===== src/rtl/muldiv_unit.sv =====
// Iterative RV32M multiply/divide unit: radix-2 shift-add multiply, restoring divide.
// Optional MULDIV_EARLY_OUT_EN resolves trivial operand cases without entering CALC.
module muldiv_unit (
  input  logic        clk_i,
  input  logic        rst_ni,
  input  logic        start_i,
  input  logic [2:0]  md_op_i,
  input  logic [31:0] operand_a_i,
  input  logic [31:0] operand_b_i,
  output logic        busy_o,
  output logic        valid_o,
  output logic [31:0] md_data_o
);

  typedef enum logic [1:0] {IDLE, CALC, DONE} state_t;

  typedef enum logic [2:0] {
    OP_MUL, OP_MULH, OP_MULHSU, OP_MULHU, OP_DIV, OP_DIVU, OP_REM, OP_REMU
  } md_op_t;

  state_t      state, state_next;
  md_op_t      op_q, op_in;
  logic        sign_q, div_zero_q;
  logic [4:0]  cnt_q;
  logic [31:0] b_mag_q;
  logic [31:0] hi_q, lo_q;

  logic        accept, a_signed, b_signed, sign_in, early;
  logic [31:0] a_mag, b_mag;

  assign op_in  = md_op_t'(md_op_i);
  assign accept = start_i && (state == IDLE || state == DONE);

  always_comb begin
    // NOTE: defaults first so every path assigns both flags and no latch is inferred.
    a_signed = 1'b1;
    b_signed = 1'b1;
    case (op_in)
      OP_MULHSU:                   b_signed = 1'b0;
      OP_MULHU, OP_DIVU, OP_REMU: begin
        a_signed = 1'b0;
        b_signed = 1'b0;
      end
      default: ;
    endcase
  end

  assign a_mag   = (a_signed && operand_a_i[31]) ? -operand_a_i : operand_a_i;
  assign b_mag   = (b_signed && operand_b_i[31]) ? -operand_b_i : operand_b_i;
  // Remainders take the dividend's sign; products and quotients the xor of both.
  assign sign_in = (op_in == OP_REM || op_in == OP_REMU)
                 ? (a_signed && operand_a_i[31])
                 : ((a_signed && operand_a_i[31]) ^ (b_signed && operand_b_i[31]));

`ifdef MULDIV_EARLY_OUT_EN
  logic [31:0] early_result;

  always_comb begin
    early        = 1'b0;
    early_result = 32'd0;
    if (!md_op_i[2]) begin
      early = (operand_a_i == 32'd0) || (operand_b_i == 32'd0);
    end else if (operand_b_i == 32'd0) begin
      early        = 1'b1;
      early_result = md_op_i[1] ? operand_a_i : 32'hFFFF_FFFF;
    end else if ((op_in == OP_DIV || op_in == OP_REM) &&
                 operand_a_i == 32'h8000_0000 && operand_b_i == 32'hFFFF_FFFF) begin
      early        = 1'b1;
      early_result = md_op_i[1] ? 32'd0 : 32'h8000_0000;
    end
  end
`else
  assign early = 1'b0;
`endif

  // One iteration step, shared register pair: {hi,lo} is the product or {rem,quo}.
  logic [32:0] mul_sum, div_shift, div_diff;
  logic        div_ge;
  logic [63:0] mul_next, mul_signed;
  logic [31:0] rem_next, quo_next, div_pick, final_result;

  assign mul_sum    = {1'b0, hi_q} + (lo_q[0] ? {1'b0, b_mag_q} : 33'd0);
  assign mul_next   = {mul_sum, lo_q[31:1]};
  assign mul_signed = sign_q ? -mul_next : mul_next;

  assign div_shift  = {hi_q, lo_q[31]};
  assign div_diff   = div_shift - {1'b0, b_mag_q};
  assign div_ge     = div_shift >= {1'b0, b_mag_q};
  assign rem_next   = div_ge ? div_diff[31:0] : div_shift[31:0];
  assign quo_next   = {lo_q[30:0], div_ge};
  assign div_pick   = op_q[1] ? rem_next : quo_next;

  always_comb begin
    final_result = 32'd0;
    if (!op_q[2]) begin
      final_result = (op_q == OP_MUL) ? mul_signed[31:0] : mul_signed[63:32];
    end else if (div_zero_q && !op_q[1]) begin
      final_result = 32'hFFFF_FFFF;
    end else begin
      final_result = sign_q ? -div_pick : div_pick;
    end
  end

  always_ff @(posedge clk_i or negedge rst_ni) begin
    if (!rst_ni) state <= IDLE;
    else         state <= state_next;
  end

  always_comb begin
    state_next = state;
    case (state)
      IDLE:    if (accept) state_next = early ? DONE : CALC;
      CALC:    if (cnt_q == 5'd31) state_next = DONE;
      DONE:    state_next = accept ? (early ? DONE : CALC) : IDLE;
      default: state_next = IDLE;
    endcase
  end

  always_comb begin
    busy_o  = (state == CALC);
    valid_o = (state == DONE);
  end

  always_ff @(posedge clk_i or negedge rst_ni) begin
    if (!rst_ni) begin
      op_q       <= OP_MUL;
      sign_q     <= 1'b0;
      div_zero_q <= 1'b0;
      cnt_q      <= 5'd0;
      b_mag_q    <= 32'd0;
      hi_q       <= 32'd0;
      lo_q       <= 32'd0;
      md_data_o  <= 32'd0;
    end else if (accept) begin
      // NOTE: non-blocking so every register samples pre-edge values of its sources.
      op_q       <= op_in;
      sign_q     <= sign_in;
      div_zero_q <= (operand_b_i == 32'd0);
      cnt_q      <= 5'd0;
      b_mag_q    <= b_mag;
      hi_q       <= 32'd0;
      lo_q       <= a_mag;
`ifdef MULDIV_EARLY_OUT_EN
      if (early) md_data_o <= early_result;
`endif
    end else if (state == CALC) begin
      cnt_q <= cnt_q + 5'd1;
      if (!op_q[2]) begin
        hi_q <= mul_next[63:32];
        lo_q <= mul_next[31:0];
      end else begin
        hi_q <= rem_next;
        lo_q <= quo_next;
      end
      if (cnt_q == 5'd31) md_data_o <= final_result;
    end
  end

endmodule

===== config.mk =====
export PLATFORM = sky130hd
export DESIGN_NAME = muldiv_unit
export DESIGN_NICKNAME = d
export VERILOG_FILES = /design/src/rtl/muldiv_unit.sv
export SDC_FILE = /design/constraint.sdc
export NUM_CORES = 1
export LEC_CHECK = 0
export ABC_CLOCK_PERIOD_IN_PS = 6300
export CORE_MARGIN = 3
export CORE_UTILIZATION = 55
export CTS_BUF_LIST = sky130_fd_sc_hd__clkbuf_2
export CTS_CLUSTER_DIAMETER = 200
export DETAILED_ROUTE_END_ITERATION = 10
export PLACE_DENSITY_LB_ADDON = 0.05
export REMOVE_ABC_BUFFERS = 1
export SLEW_MARGIN = 20
export SYNTH_ARGS = -nofsm -noshare
export SYNTH_HDL_FRONTEND = slang
export SYNTH_SLANG_ARGS = --single-unit

===== constraint.sdc =====
create_clock -name clk_i -period 6.3 [get_ports clk_i]
set_clock_uncertainty 0.05 [all_clocks]
set_input_delay 1.26 -clock clk_i [delete_from_list [all_inputs] [get_ports clk_i]]
set_output_delay 1.26 -clock clk_i [all_outputs]
set_load 0.05 [all_outputs]

==> metrics.cfg <==
[status]
outcome=complete, no violations

[die]
ios=104
start_util_pct=56.18
core_region_area_um2=27930
die_y_um=174.9
dieArea_um2=30600
rows=61
die_w_um=174.9

[clock_tree]
cts.clk_slew.worst_paths_ns=0.31
cts_setup_buffers=0
clock_sinks=140
clock_path_buffers=2
cts-resized-gates=0
numCtsBuffers=17
cts_tree=built
clk_latency_ns=0.82
hold_buffers=0
htree_levels=4
clockRootBuffer=clkbuf_2

[yosys]
synth_cells=2134
async_flop_share_pct=100.0
avgSynthCellArea_um2=7.354
yosys_warnings=0
yosysSeqAreaShare_pct=22.32
synth.distinct_cells=91
synth_flop_cell=dfrtp_1
synth_area_um2=15690
synth-seq-cells=140
synth_edf_count=0

[timing]
max_freq_mhz=178.4
slew_headroom_pct=35.34
finalHoldViolCount=0
min_period_ns=5.606
worst_slew_pin_slew_ns=0.9612
min_period_over_period_pct=88.99
slew_violations=0
finalSetupViolCount=0
setup_tns_ns=0
rsz0062_at_grt=false

[hold_path]
hold_class=in -> async

[grt]
grtUsageTotal_pct=35.63
first_global_vias=15510
grt.overflow.total=0
grt_pass1_wl_um=86730
antenna_found_initial=1
grt_max_degree=70

[placement]
gp_congestion=0.9831
dp.cells=2497
port_buffers=103
dp_hpwl_um=42020

[critical_path]
worstSetupPathType=reg -> reg
crit_fanout=16
endpoint_kind=register
setup.worst_path.start_class=register
crit_arrival_ns=6.25
worstPathRequired_ns=6.94

[detailed_routing]
route.detailed.drc=0
antenna_left=0
drtIter0Drc=2032
drt-total-wl_um=55190
wire_per_inst_um=21.82
vias_per_cell=6.583
vias=16660
firstDrtPassIters=8

[final_layout]
final_cell_mix=276 x nand2_1, 209 x o21ai_0, 161 x nor2_1
final_net_count=2280
post-route-util_pct=61.14
fin_cells=2530
drive_above_1_share_pct=5.765
area_growth_pct=8.833
final_common_cell=nand2_1

[run]
maxCapViolCount=0

-- area by class of cell --
| class | count | area (µm²) |
|---|---|---|
| Clock buffer | 18 | 90.09 |
| Clock inverter | 14 | 122.6 |
| Timing Repair Buffer | 134 | 1265 |
| Fill cell | 2694 | 10850 |
| Antenna cell | 1 | 2.502 |
| Tap cell | 378 | 473.0 |
| Inverter | 74 | 277.8 |
| Multi-Input combinational cell | 1771 | 11340 |
| Sequential cell | 140 | 3510 |
-- cells by family (layout without fill, tap and decap cells) --
group	count (synthesis)	in the layout	synth area share, %
AOI/OAI and AO/OA	709	709	29.26
other	0	1	0
buffers and inverters	223	240	5.629
xor gates and xnor gates	179	179	9.990
DFF	140	140	22.32
muxes	58	58	3.787
adders and majority gates	72	72	5.836
and+or+nand+nor	753	753	23.18
-- final timing paths --
kind | startpoint | to | slack [ns] | cells past startpoint
worst max-delay path | lo_q[0] | md_data_o[27] | 0.69 | 13
worst min-delay path | rst_ni | hi_q[25] | 0.39 | 1
worst max register to register | lo_q[0] | md_data_o[27] | 0.69 | 13
worst min register to register | md_data_o[3] | md_data_o[3] | 0.45 | 2
max in group asynchronous | rst_ni | op_q[2] | 4.72 | 2
min in group clk_i | md_data_o[3] | md_data_o[3] | 0.45 | 2
-- per-stage QoR --
stage | area [µm²] | hold WS, ns | worst slack (ns)
after CTS | 17080 | 0.3608 | 0.8532
after global routing | 17080 | 0.3758 | 0.3850
after detailed placement | 16860 | 0.4193 | 0.9232
final | 17080 | 0.3883 | 0.6938
after floorplan | 15090 | 0.4104 | 0.005092
after global placement | 16860 | 0.4116 | 1.028
-- flip-flops by register name, indices dropped and copies added, names as in the netlist --
name / flops
b_mag_q: 32
cnt_q: 5
div_zero_q: 1
hi_q: 32
lo_q: 32
md_data_o: 32
op_q: 3
sign_q: 1
state: 2
-- critical path, cell delays in order (launching register included) --
cell,delay [ns]
dfrtp_1,0.71
and2_1,0.22
ha_1,0.29
a21o_1,0.23
a21oi_1,0.39
a31oi_1,0.22
a21boi_0,0.75
xor2_1,0.47
o211ai_1,0.27
or4_1,0.61
nor4_2,0.51
o21ai_0,0.18
a311o_1,0.31
o41ai_2,0.32
-- layer usage --
layer | vias up | routed length [µm] | track usage (%)
met3 | 164 | 4283 | 4.737
met4 | 0 | 2786 | 16.72
met5 | - | 0 | 0
met1 | 7877 | 23030 | 47.80
met2 | 808 | 25100 | 57.11
li1 | 7806 | - | -
-- synth_stat cells (12+ instances only) --
library cell,count,area (µm²)
a211oi_1,19,142.6
a21o_1,22,165.2
a21oi_1,141,705.7
a22o_1,15,131.4
a31oi_1,26,162.7
and2_1,46,287.8
and3_1,21,131.4
buf_1,18,67.56
clkbuf_1,118,442.9
dfrtp_1,140,3503
ha_1,70,875.8
inv_1,71,266.5
mux2i_1,47,470.5
nand2_1,277,1040
nand2b_1,13,81.33
nand3_1,47,235.2
nand4_1,22,137.6
nor2_1,162,608.1
nor3_1,49,245.2
nor4_1,19,118.9
o2111ai_1,13,113.9
o211ai_1,60,450.4
o21a_1,18,135.1
o21ai_0,209,1046
o21bai_1,12,90.09
o22ai_1,23,143.9
o31ai_1,46,345.3
o41ai_1,15,131.4
or2_2,13,81.33
or3_1,16,100.1
or4_1,15,112.6
xnor2_1,116,1016
xor2_1,63,551.8
Power is left out: the tool's default activity adds up to more than one toggle a clock period on the data nets, which glitch-free logic cannot reach.
